--- src/rtl/flappy_pkg.sv ---
// Shared constants and the object-state bundle for the flappy pixel source.
// Colours are 12-bit bbbb_gggg_rrrr.
package flappy_pkg;
    localparam int H_RES = 640;
    localparam int V_RES = 480;
    localparam logic [9:0] LAST_COL = 10'(H_RES - 1);
    localparam logic [8:0] LAST_ROW = 9'(V_RES - 1);

    localparam logic [11:0] SKY       = 12'hEC4;
    localparam logic [11:0] GROUND_A  = 12'h4C9;
    localparam logic [11:0] GROUND_B  = 12'h5AD;
    localparam logic [11:0] PIPE      = 12'h2B3;
    localparam logic [11:0] PIPE_EDGE = 12'h160;
    localparam logic [11:0] BIRD      = 12'h1DF;
    localparam logic [11:0] WING      = 12'h09E;

    typedef struct packed {
        logic [8:0]  bird_y;
        logic [10:0] pipe0_x;
        logic [8:0]  pipe0_gap;
        logic [10:0] pipe1_x;
        logic [8:0]  pipe1_gap;
        logic        game_over;
    } obj_state_t;

    // Halve every colour channel for the game-over tint.
    function automatic logic [11:0] darken(input logic [11:0] c);
        return {1'b0, c[11:9], 1'b0, c[7:5], 1'b0, c[3:1]};
    endfunction
endpackage

--- src/rtl/flappy_frame_ctl.sv ---
// Frame bookkeeping: ACTIVE/VBLANK FSM, frame_end pulse, frame counter, ground
// scroll and the shadow copy of the game state taken during blanking.
module flappy_frame_ctl
    import flappy_pkg::*;
#(
    parameter int SCROLL_STEP = 2
) (
    input  logic       vga_clk,
    input  logic       rst,
    input  logic [8:0] row_addr,
    input  logic [9:0] col_addr,
    input  logic       rdn,
    input  logic       state_vld,
    input  obj_state_t obj_in,
    output obj_state_t obj_q,
    output logic       wing_phase,
    output logic [3:0] scroll,
    output logic       state_ack,
    output logic       frame_end
);
    localparam logic ST_ACTIVE = 1'b0;
    localparam logic ST_VBLANK = 1'b1;

    logic       state;
    logic       latched;
    logic [7:0] frame_cnt;
    logic       last_pix;
    logic       do_latch;

    assign last_pix   = !rdn && (row_addr == LAST_ROW) && (col_addr == LAST_COL);
    // A visible pixel in the same cycle always beats the latch.
    assign do_latch   = (state == ST_VBLANK) && state_vld && !latched && rdn;
    assign wing_phase = frame_cnt[3];

    always_ff @(posedge vga_clk or posedge rst) begin
        if (rst) begin
            state     <= ST_VBLANK;
            latched   <= 1'b0;
            frame_cnt <= 8'd0;
            scroll    <= 4'd0;
            state_ack <= 1'b0;
            frame_end <= 1'b0;
            obj_q     <= '0;
        end else begin
            frame_end <= last_pix;
            state_ack <= do_latch;
            if (frame_end) begin
                state     <= ST_VBLANK;
                latched   <= 1'b0;
                frame_cnt <= frame_cnt + 8'd1;
                if (!obj_q.game_over)
                    scroll <= scroll + 4'(SCROLL_STEP);
            end else if (state == ST_VBLANK && !rdn) begin
                state <= ST_ACTIVE;
            end
            if (do_latch) begin
                obj_q   <= obj_in;
                latched <= 1'b1;
            end
        end
    end
endmodule

--- src/rtl/flappy_render.sv ---
// Zero-latency pixel source for the VGA controller: sky, scrolling ground,
// two pipes and the bird, drawn from the shadowed game state.
module flappy_render
    import flappy_pkg::*;
#(
    parameter int BIRD_COL    = 160,
    parameter int PIPE_W      = 52,
    parameter int GAP_H       = 100,
    parameter int GROUND_ROW  = 420,
    parameter int SCROLL_STEP = 2
) (
    input  logic        vga_clk,
    input  logic        rst,
    input  logic [8:0]  row_addr,
    input  logic [9:0]  col_addr,
    input  logic        rdn,
    input  logic        state_vld,
    input  logic [8:0]  bird_y,
    input  logic [10:0] pipe0_x,
    input  logic [8:0]  pipe0_gap,
    input  logic [10:0] pipe1_x,
    input  logic [8:0]  pipe1_gap,
    input  logic        game_over,
    output logic        state_ack,
    output logic        frame_end,
    output logic [11:0] d_in_BGR
);
    localparam logic [9:0]         BIRD_L     = 10'(BIRD_COL);
    localparam logic [9:0]         BIRD_R     = 10'(BIRD_COL + 23);
    localparam logic [9:0]         WING_R     = 10'(BIRD_COL + 9);
    localparam logic [8:0]         GROUND_R9  = 9'(GROUND_ROW);
    localparam logic [9:0]         GAP_SPAN   = 10'(GAP_H - 1);
    localparam logic signed [11:0] PIPE_SPAN  = 12'(PIPE_W - 1);
    localparam logic signed [11:0] EDGE_W     = 12'sd2;

    obj_state_t obj_in;
    obj_state_t obj;
    logic       wing_phase;
    logic [3:0] scroll;

    assign obj_in = {bird_y, pipe0_x, pipe0_gap, pipe1_x, pipe1_gap, game_over};

    flappy_frame_ctl #(.SCROLL_STEP(SCROLL_STEP)) u_ctl (
        .vga_clk    (vga_clk),
        .rst        (rst),
        .row_addr   (row_addr),
        .col_addr   (col_addr),
        .rdn        (rdn),
        .state_vld  (state_vld),
        .obj_in     (obj_in),
        .obj_q      (obj),
        .wing_phase (wing_phase),
        .scroll     (scroll),
        .state_ack  (state_ack),
        .frame_end  (frame_end)
    );

    // Returns {hit, on_edge}; 12-bit signed bounds let pipes slide off column 0.
    function automatic logic [1:0] pipe_hit(input logic [10:0] x, input logic [8:0] gap,
                                            input logic [9:0] col, input logic [8:0] row);
        logic signed [11:0] left, right, c;
        logic [9:0]         gap_top, gap_bot, row10;
        logic               hit, on_edge;
        left    = signed'({x[10], x});
        right   = left + PIPE_SPAN;
        c       = signed'({2'b00, col});
        row10   = {1'b0, row};
        gap_top = {1'b0, gap};
        gap_bot = gap_top + GAP_SPAN;
        hit     = (c >= left) && (c <= right) && (row10 < gap_top || row10 > gap_bot)
                  && (row < GROUND_R9);
        on_edge = (c <= left + EDGE_W) || (c >= right - EDGE_W);
        return {hit, on_edge};
    endfunction

    logic [9:0]  row10, bird_top, bird_bot;
    logic [3:0]  ground_phase;
    logic [1:0]  p0, p1;
    logic        in_bird, in_wing;
    logic [11:0] colour;

    assign row10        = {1'b0, row_addr};
    assign bird_top     = {1'b0, obj.bird_y};
    // 10-bit bottom keeps a low bird from wrapping back to row 0.
    assign bird_bot     = bird_top + 10'd16;
    assign ground_phase = col_addr[3:0] + scroll;
    assign p0           = pipe_hit(obj.pipe0_x, obj.pipe0_gap, col_addr, row_addr);
    assign p1           = pipe_hit(obj.pipe1_x, obj.pipe1_gap, col_addr, row_addr);
    assign in_bird      = (col_addr >= BIRD_L) && (col_addr <= BIRD_R)
                          && (row10 >= bird_top) && (row10 <= bird_bot);
    assign in_wing      = (col_addr <= WING_R) && (row10 >= bird_top + 10'd8)
                          && (row10 <= bird_top + 10'd11);

    always_comb begin
        colour = SKY;
        if (row_addr >= GROUND_R9)
            colour = ground_phase[3] ? GROUND_A : GROUND_B;
        if (p0[1])
            colour = p0[0] ? PIPE_EDGE : PIPE;
        else if (p1[1])
            colour = p1[0] ? PIPE_EDGE : PIPE;
        if (in_bird)
            colour = (in_wing && wing_phase) ? WING : BIRD;
        if (obj.game_over)
            colour = darken(colour);
        d_in_BGR = rdn ? 12'h000 : colour;
    end
endmodule

--- config.mk ---
export PLATFORM = sky130hd
export DESIGN_NAME = flappy_render
export DESIGN_NICKNAME = d
export VERILOG_FILES = /design/src/rtl/flappy_pkg.sv /design/src/rtl/flappy_frame_ctl.sv /design/src/rtl/flappy_render.sv
export SDC_FILE = /design/constraint.sdc
export NUM_CORES = 1
export LEC_CHECK = 0
export CORE_MARGIN = 10
export CORE_UTILIZATION = 60
export DETAILED_ROUTE_END_ITERATION = 10
export DONT_BUFFER_PORTS = 1
export PLACE_DENSITY = 0.87
export SLEW_MARGIN = 20
export SYNTH_ARGS = -nofsm -noshare
export SYNTH_HDL_FRONTEND = slang
export SYNTH_SLANG_ARGS = --single-unit
export TNS_END_PERCENT = 1
--- constraint.sdc ---
create_clock -name vga_clk -period 10.65 [get_ports vga_clk]
set_input_delay 1.5975 -clock vga_clk [delete_from_list [all_inputs] [get_ports vga_clk]]
set_output_delay 1.5975 -clock vga_clk [all_outputs]
set_load 0.01 [all_outputs]
Yosys cells after proc, flatten, opt, wreduce, memory -nomap -nowiden
Index checks and enable logic that the tools add are counted.
- flip-flop bits (word level): 66
- input bits: 73
- output and inout bits: 14
- add/sub/neg operators: 14
- magnitude comparators: 21
- equal/unequal tests: 2
- mux-type cells: 14
- bitwise operators: 1
- reductions and logical operators: 27
- operator list (operator ; count):
    12-bit two-way mux ; 6
    11-bit by 12-bit <= comparator with 1-bit output ; 4
    11-bit by 3-bit adder with 12-bit output, second input constant ; 2
    11-bit by 7-bit adder with 12-bit output, second input constant ; 2
    11-bit by 12-bit greater-or-equal comparator with 1-bit output ; 2
    12-bit by 3-bit subtractor with 12-bit output, second input constant ; 2
    11-bit greater-or-equal comparator ; 2
    9-bit by 4-bit adder with 10-bit output, second input constant ; 2
    9-bit by 7-bit adder with 10-bit output, second input constant ; 2
    9-bit by 10-bit greater-than comparator with 1-bit output ; 2
    10-bit by 8-bit <= comparator with 1-bit output, second input constant ; 2
    9-bit by 10-bit <= comparator with 1-bit output ; 2
    10-bit two-way mux ; 2
    1-bit logical AND ; 18
    9-bit < comparator ; 2
    9-bit two-way mux ; 2
    9-bit by 5-bit adder with 10-bit output, second input constant ; 1
    10-bit equality test, second input constant ; 1
    10-bit by 8-bit greater-or-equal comparator with 1-bit output, second input constant ; 1
    9-bit by 10-bit greater-or-equal comparator with 1-bit output ; 1
    9-bit equality test, second input constant ; 1
    9-bit greater-or-equal comparator ; 1
    9-bit greater-or-equal comparator, second input constant ; 1
    9-bit < comparator, second input constant ; 1
    9 further kinds ; 17

Depth between registers and ports, before layout
Gate-level depths: netlist (run 1).
- depth in word-level cells: 10
- depth in mapped cells: 17

Cells and area by module
A second synthesis (run 1) with hierarchy kept.
- cell total of the unflattened synthesis: 851
- area, all modules: 7711.1 sq um
- by module, submodules not included (module ; times used ; cells each ; area an instance (sq um)):
    flappy_render ; 1 ; 706 ; 5371.4
    flappy_frame_ctl ; 1 ; 145 ; 2339.7

Worst setup path before layout (run 1)
Ideal clock, no wire load.
- kind: input -> output
- start point: input col_addr[0]
- end point: output d_in_BGR[1]
- arrival time: 3.902 ns
- required time: 9.053 ns
- slack: 5.150 ns
- stages: 11
- buffers on the path: 0
- path through: inv_1 ha_1 nand2b_1 a2111oi_0 nor3_1 o22a_1 a31o_1 a221oi_2 nand3b_1 and3_4 a211oi_2
- longest elaborated chain between the ends: 9
- RTL lines (what ; RTL line ; RTL):
    start: declaration ; flappy_render.sv:15 ; input logic [9:0] col_addr,
    11-bit by 12-bit <= comparator with 1-bit output / 11-bit greater-or-equal comparator (equally long branches) ; flappy_render.sv:70 ; hit = (c >= left) && (c <= right) && (row10 < gap_top || row10 > gap_bot)
    1-bit logical AND (2 in a row) ; flappy_render.sv:70 ;
    1-bit logical AND ; flappy_render.sv:71 ; && (row < GROUND_R9);
    12-bit two-way mux ; flappy_render.sv:100 ; else if (p1[1])
    12-bit two-way mux ; flappy_render.sv:98 ; if (p0[1])
    12-bit two-way mux (*) ; flappy_render.sv:102 ; if (in_bird)
    12-bit two-way mux (*) ; flappy_render.sv:104 ; if (obj.game_over)
    12-bit two-way mux (*) ; flappy_render.sv:106 ; d_in_BGR = rdn ? 12'h000 : colour;
    end: declaration ; flappy_render.sv:26 ; output logic [11:0] d_in_BGR
Every way passes the cells marked *; elsewhere a longest branch is shown, timed or not.

Worst setup path after layout (run 1)
- start point: register u_ctl.obj_q[31] (netlist name)
- end point: output d_in_BGR[6]
- longest elaborated chain between the ends: 9
- RTL lines (what ; RTL line ; RTL):
    start: declaration ; flappy_frame_ctl.sv:15 ; output obj_state_t obj_q,
    start signal: assignment ; flappy_frame_ctl.sv:57 ; obj_q <= obj_in;
    11-bit by 7-bit adder with 12-bit output ; flappy_render.sv:65 ; right = left + PIPE_SPAN;
    12-bit by 3-bit subtractor with 12-bit output / 11-bit by 12-bit <= comparator with 1-bit output (equally long branches) ; flappy_render.sv:72, flappy_render.sv:70 ;
    11-bit by 12-bit greater-or-equal comparator with 1-bit output / 1-bit logical AND (equally long branches) ; flappy_render.sv:72, flappy_render.sv:70 ;
    1-bit logical OR / 1-bit logical AND (equally long branches) ; flappy_render.sv:72, flappy_render.sv:70 ;
    10-bit two-way mux / 1-bit logical AND (equally long branches) ; flappy_render.sv:99, flappy_render.sv:71 ;
    12-bit two-way mux (*) ; flappy_render.sv:98 ;
    12-bit two-way mux (*) ; flappy_render.sv:102 ;
    12-bit two-way mux (*) ; flappy_render.sv:104 ;
    12-bit two-way mux (*) ; flappy_render.sv:106 ;
Marks and branches as above.

==> summary.txt, run 1 <==
Outcome
  – Status: complete, no violations

Logic synthesis
  – Yosys warns: 0
  – Synthesized instance count: between 800 and 900
  – EDFF count, synth: 0
  – Synthesized area per cell: 8.514 sq um
  – Count leader, synth: ha_1
  – Ys flop type: dfrtp_1
  – Synthesized area: ~7600 sq um
  – Top cells by instance count after synthesis: ha_1 (156), nand2_1 (88), o21ai_0 (77)
  – Synthesized flop and latch total: approximately 60
  – Mapped Nets: approximately 1100
  – Asr flop ratio synth: 100.0%
  – Distinct cells, synth: just under 80
  – Dominant cells by area after synthesis: ha_1 (26%), dfrtp_1 (20%), xnor2_1 (6.8%)
  – Post-synth top area share: 25.73%
  – Sequential fraction of the synthesis area: around a fifth
  – Synth area leader: ha_1

Floorplanning
  – Die Y-Extent: roughly 130 um
  – Die ar.: approximately 18000 sq um
  – Initial Utilization: 60.61%
  – Die X: 132.4 um
  – Ports: just under 90
  – Rows: 41
  – Core Area: between 10000 and 15000 sq um

Layout
  – Util after Layout: ~64%
  – Synth-to-Final Area Change: 6.020%
  – Final nets: 1110
  – Antenna diodes: 0
  – Layout cells sized above 1: under 10%

Worst setup path
  – Worst Setup SP: u_ctl.obj_q[31]$_DFFE_PP0P_
  – Setup crit end: d_in_BGR[6]
  – R2R depth: 5
  – R2r setup slk: ~8700 ps
  – RR Endpoint: u_ctl.obj_q[40]$_DFFE_PP0P_
  – CP startpoint kind: register
  – Arr. time, crit path: ~4600 ps
  – Critical path class: register to primary output
  – CP Max Fanout: 5
  – Critical Path RT: 9050 ps
  – CP Capture Type: primary output
  – Worst r2r src: u_ctl.state$_DFFE_PP1P_

STA
  – Worst slew margin: 42.05%
  – RSZ-0062 raised after global routing: no
  – Min Tclk post-route: 6223 ps
  – Hold_ws: between 400 and 500 ps
  – Fin crit share: slightly below 60%
  – Setup Skew: roughly 9 ps
  – Worst slew pin tran: ~870 ps
  – Final setup TNS: 0 ps
  – Final Hold Fails: 0
  – Fmax: 160.7 MHz
  – Slew Limit Fails: 0
  – Final setup vio count: 0

Clocking
  – Hold Buf Count CTS: 0
  – CTS Root Cell: clkbuf_16
  – Clk pin slew, worst setup/hold paths: roughly 60 ps
  – Clk sink count: 61
  – Clock buffer depth: 2
  – Resized cells post-CTS: 0
  – CTS Buf Count: 9
  – H-tree depth: 3
  – Worst-Skew Late Latency: approximately 350 ps
  – Post-CTS setup repair buffer count: 0
  – CTS tree: built

Routing
  – DRC: 0
  – Routed len/inst: ~20 um
  – Drt via density: between 6 and 7
  – Routed WL: 20950 um
  – First DRT Iteration DRCs: 664
  – Pre-antenna DRT Iters: 7
  – Post-route ant nets: 0
  – DR vias: 6897

Global routing
  – Number of global-route vias before repair: around 6900
  – Remaining Overflow, GRT: 0
  – GRT Util Overall: around a quarter
  – Initial antenna violation count: 0
  – Largest net degree at the start of global routing: 101
  – First-pass GRT wire length: about 34000 um

Place
  – Gpl congestion: just over 0.9
  – Port-buffer cells: 0
  – Hpwl dp: 15780 um

Power
  – Pleak: roughly 3.7 nW
  – Power Total: 0.6397 mW
  – Worst VDD drop: 0.06996 mV
  – PD cells: 79.54 nW/um^2

Run
  – Max Cap Viol: 0

Worst hold path
  – HP Class: register to register
[sequential cells by signal (all words and copies together), names as in the netlist]
signal,flops
u_ctl.obj_q,50
u_ctl.latched,1
u_ctl.frame_cnt,4
u_ctl.state_ack,1
u_ctl.scroll,3
u_ctl.state,1
u_ctl.frame_end,1
[per-stage QoR]
stage | worst slack, ps | instances | cell area (sq um)
global route | 4115 | 1058 | 8043
floorplan | 5150 | 891 | 7586
detailed placement | 4753 | 1042 | 7710
finish | 4427 | 1058 | 8043
global placement | 4772 | 1042 | 7710
CTS | 4498 | 1058 | 8043
[final cells by class]
cell class / count / area [sq um]
multi-input cells: 739 / 5697
fillers: 1044 / 4474
flip-flops and latches: 61 / 1528
inverters: 68 / 255.2
clock buffers: 10 / 239.0
well taps: 172 / 215.2
clock inverters: 6 / 93.84
repair buffers: 2 / 15.01
[worst max-delay path: stages, from the launching register on]
cell,delay [ps]
dfrtp_1,440
inv_1,160
ha_1,250
and3b_1,250
xnor2_2,300
and4_1,330
and3_1,240
nand2_1,90
xnor2_1,150
ha_1,210
nor3_1,170
o21ai_0,130
o22ai_1,200
o31ai_1,110
a211oi_2,410
or2_2,200
nand2_2,70
a211oi_1,570
[routing by layer]
layer	vias up	part of all wire, %	global-route usage, %
met5	-	0	0
met2	262	46	37.43
met1	3309	44	29.42
met3	64	6.4	5.564
li1	3262	-	-
met4	0	3.6	10.27
[cell families after synthesis]
group | count (synthesis) | share of synthesized area (%)
adder cells (fa/ha/maj) | 157 | 25.88
AND/OR/NAND/NOR | 255 | 17.19
AO/OA/AOI/OAI | 248 | 22.15
XOR/XNOR | 77 | 9.583
multiplexers | 2 | 0.2969
flip-flops | 61 | 20.14
buffers and inverters | 91 | 4.767
[where the power goes]
part           switching [mW]  leakage (nW)  internal (mW)
Sequential        0.000000460         0.587          0.232
Clock                   0.121         0.160          0.213
Combinational          0.0415          3.00         0.0322
[worst min-delay path by stage]
stage                                   start                             end  slack (ps)  cells after the start
6_report       u_ctl.frame_cnt[2]$_DFFE_PP0P_  u_ctl.frame_cnt[2]$_DFFE_PP0P_         480                      1
5_1_grt        u_ctl.frame_cnt[2]$_DFFE_PP0P_  u_ctl.frame_cnt[2]$_DFFE_PP0P_         510                      1
4_1_cts        u_ctl.frame_cnt[2]$_DFFE_PP0P_  u_ctl.frame_cnt[2]$_DFFE_PP0P_         480                      1
3_5_place_dp   u_ctl.frame_cnt[2]$_DFFE_PP0P_  u_ctl.frame_cnt[2]$_DFFE_PP0P_         470                      1
3_3_place_gp   u_ctl.frame_cnt[2]$_DFFE_PP0P_  u_ctl.frame_cnt[2]$_DFFE_PP0P_         470                      1
2_1_floorplan  u_ctl.frame_cnt[2]$_DFFE_PP0P_  u_ctl.frame_cnt[2]$_DFFE_PP0P_         450                      1
[cell usage in the layout, fill, tap and decap left out, types with 8 or more instances in the layout]
cell type  instances
a211oi_1          16
ha_1             156
nor3_1            14
a31oi_1           10
dfrtp_1           60
clkbuf_16          9
xor2_1            11
nor2_1            31
o211ai_1          11
nand2b_1           9
nand3_1           30
o21a_1            15
nand4_1           24
nor2b_1           10
nor4_1             8
a21oi_1           43
o21ai_0           77
inv_1             62
xnor2_1           59
a21o_1            13
nand2_1           88
(Power assumes the default switching activity.)
==> run 2: changes to the inputs <==
- clock period: 10.65 -> 6.1 ns (I/O delays scaled with it)
==> run 2 against run 1 <==
Worst hold slack improved by 8.7 ps. Count of clock-buffer cells in the layout rose by 1. Via count down 2.0%. Total power up 72%. Sequential share of layout area barely moved. Register-to-register slack worse by 4800 ps. Design area is essentially flat. Clock power rose by 71%. Setup slack got worse by 3600 ps. Largest cell class unchanged. Core utilization shrank 0.060 points. Die area is the same.
==> summary.txt, run 2 (same netlist as run 1, synthesis figures left out) <==
Place
  – Hpwl dp: 15700 um (-0.56%)
  – Port-buffer cells: 0 (unchanged)
  – Placed Instances: 1042 (unchanged)
  – Gpl congestion: 0.9665 (+3.5%)

Worst setup path
  – Worst r2r src: u_ctl.state$_DFFE_PP1P_
  – CP Max Fanout: 10 (+5)
  – Arr. time, crit path: 4390 ps (-240 ps)
  – Crit-path cells: inv_1, ha_1, and3b_1, nor3_2, xnor2_2, ha_1, a21oi_1, nand2_1, a211oi_1, a221oi_1, maj3_2, a221o_1, nand3b_1, a311oi_1, a211oi_1
  – Critical Path RT: 5180 ps (-3870 ps)
  – Worst Setup SP: u_ctl.obj_q[31]$_DFFE_PP0P_
  – CP Capture Type: primary output
  – CP startpoint kind: register
  – Critical path class: register to primary output
  – Worst path max stage delay: 540 ps (-30 ps)
  – Slowest stage cell, crit path: a211oi_1

Floorplanning
  – Core Area: 12520 sq um (unchanged)
  – Die ar.: 17540 sq um (unchanged)
  – Initial Utilization: 60.61% (unchanged)
  – Rows: 41 (unchanged)
  – Ports: 87 (unchanged)
  – Die X: 132.4 um (unchanged)
  – Die Y-Extent: 132.4 um (unchanged)

Layout
  – Commonest non-fill, non-tap cell in the layout: ha_1
  – Final Instance Count excl. Fillers: 1058 (unchanged)
  – Synth-to-Final Area Change: 5.921% (about the same)
  – Final nets: 1110 (unchanged)
  – Biggest regs: u_ctl.obj_q (50), u_ctl.frame_cnt (4), u_ctl.scroll (3)
  – Layout cells sized above 1: 5.869% (-0.11 points)
  – Most frequent cells in the layout: ha_1 (156), nand2_1 (88), o21ai_0 (77)
  – Max reg flops: 50 (unchanged)
  – Antenna diodes: 0 (unchanged)
  – Top reg by flops: u_ctl.obj_q

STA
  – Final Hold Fails: 0 (unchanged)
  – Min Tclk post-route: between 5000 and 6000 ps
  – Worst slew pin tran: 803.8 ps (-65.38 ps)
  – Slew Limit Fails: 0 (unchanged)
  – Fmax: between 150 and 200 MHz
  – Final setup vio count: 0 (unchanged)
  – Fin crit share: 86.96%
  – RSZ-0062 raised after global routing: no
  – Setup Skew: 6.728 ps (-2.122 ps)
  – Worst slew margin: 46.41% (+4.4 points)
  – Final setup TNS: 0 ps (unchanged)

Global routing
  – Gr busiest metal: met2
  – Remaining Overflow, GRT: 0 (unchanged)
  – Number of global-route vias before repair: 6593 (-3.8%)
  – GRT met3 Usage: 5.261% (-0.30 points)
  – Met2 Use GR: 37.71% (+0.28 points)
  – Largest net degree at the start of global routing: 67 (-34%)
  – GRT Util Overall: 22.73% (-0.69 points)
  – Initial antenna violation count: 0 (unchanged)
  – First-pass GRT wire length: 32780 um (-3.8%)
  – Met1 GRT Util: 27.96% (-1.5 points)

Power
  – Logic pwr share: 11.6% (about the same)
  – Sw Share: 24.66% (-0.74 points)
  – Worst VDD drop: 0.1262 mV (+80%)
  – Flop pwr share: 36.7% (+0.5 points)
  – PD cells: 137.2 nW/um^2 (+72%)
  – Pleak: 3.749 nW (about the same)
  – Clk network pwr share: 51.7% (-0.5 points)
  – Internal power: 0.8305 mW (+74%)
  – Sw Pwr: 0.2719 mW (+67%)

Outcome
  – Status: complete, no violations

Clocking
  – Post-CTS setup repair buffer count: 0 (unchanged)
  – CTS Buf Count: 9 (unchanged)
  – Resized cells post-CTS: 0 (unchanged)
  – CTS Root Cell: clkbuf_16
  – Clock buffer depth: 2 (unchanged)
  – Hold Buf Count CTS: 0 (unchanged)
  – H-tree depth: 3 (unchanged)
  – CTS tree: built
  – Clk sink count: 61 (unchanged)
  – Clk pin slew, worst setup/hold paths: 60 ps (about the same)
  – Worst-Skew Late Latency: 350 ps (about the same)

Routing
  – Routed WL: 20390 um (-2.7%)
  – Drt via density: 6.388 (-2.0%)
  – First DRT Iteration DRCs: 496 (-25%)
  – DRC: 0 (unchanged)
  – Post-route ant nets: 0 (unchanged)
  – DR vias: 6759 (-2.0%)
  – Routed len/inst: 19.28 um (-2.7%)
  – Pre-antenna DRT Iters: 5 (-2)

Worst hold path
  – HP Class: register to register
  – Hold_sp: u_ctl.frame_cnt[2]$_DFFE_PP0P_

Run
  – Max Cap Viol: 0 (unchanged)
run 2: changes by cell type in the layout (fill, tap and decap cells not counted), sizes merged:
cell	before	now
clkinv	3	4
clkbuf	10	11
clkinvlp	1	0
inv	68	67
run 2: area by class of cell:
cell class	instances	area, sq um
Sequential cell	61	1528
Timing Repair Buffer	2	15.01
Tap cell	172	215.2
Clock buffer	11	242.7
Clock inverter	5	82.58
Multi-Input combinational cell	739	5697
Fill cell	1074	4482
Inverter	68	255.2
run 2: critical path, delay by kind of cell (launching register included):
kind,cells,cell delay [ps]
buffers and inverters,1,140
adders and majority gates,3,880
and+or+nand+nor,4,780
xor gates and xnor gates,1,190
DFF,1,420
AOI/OAI and AO/OA,6,1620
run 2: stage by stage:
stage / cell area (sq um) / hold slack [ps] / setup slack [ps] / utilization [%] / total power, mW
final: 8035 / 488.2 / 795.6 / 64.19 / 1.102
after global routing: 8035 / 517.4 / 450.5 / 64.19 / 1.143
after CTS: 8035 / 489.7 / 812.8 / 64.19 / 1.104
after detailed placement: 7710 / 479.4 / 1190 / 61.60 / 0.5376
after global placement: 7710 / 467.7 / 1297 / 61.60 / 0.5328
after floorplan: 7586 / 445.2 / 1705 / - / 0.5110
run 2: worst paths after layout:
check / endpoint / slack [ps] / cells after the start
setup reg to reg: u_ctl.obj_q[0]$_DFFE_PP0P_ / 3830 / 5
hold / removal: u_ctl.frame_cnt[2]$_DFFE_PP0P_ / 490 / 1
hold reg to reg: u_ctl.frame_cnt[2]$_DFFE_PP0P_ / 490 / 1
min in group asynchronous: u_ctl.scroll[1]$_DFFE_PP0P_ / 690 / 2
max in group asynchronous: u_ctl.obj_q[18]$_DFFE_PP0P_ / 4890 / 2
setup / recovery: d_in_BGR[6] / 800 / 15
run 2: power groups by stage:
stage          clock network [mW]  logic (mW)  registers (mW)
3_3_place_gp                    0       0.121           0.412
6_report                    0.570       0.128           0.405
3_5_place_dp                    0       0.126           0.412
5_1_grt                     0.591       0.147           0.405
2_1_floorplan                   0      0.0990           0.412
4_1_cts                     0.573       0.127           0.405
run 2: per-layer routing:
layer / routed length (um) / share of wire [%]
met5: 0 / 0
met4: 469 / 2.3
met3: 1502 / 7.4
met2: 9726 / 48
met1: 8696 / 43
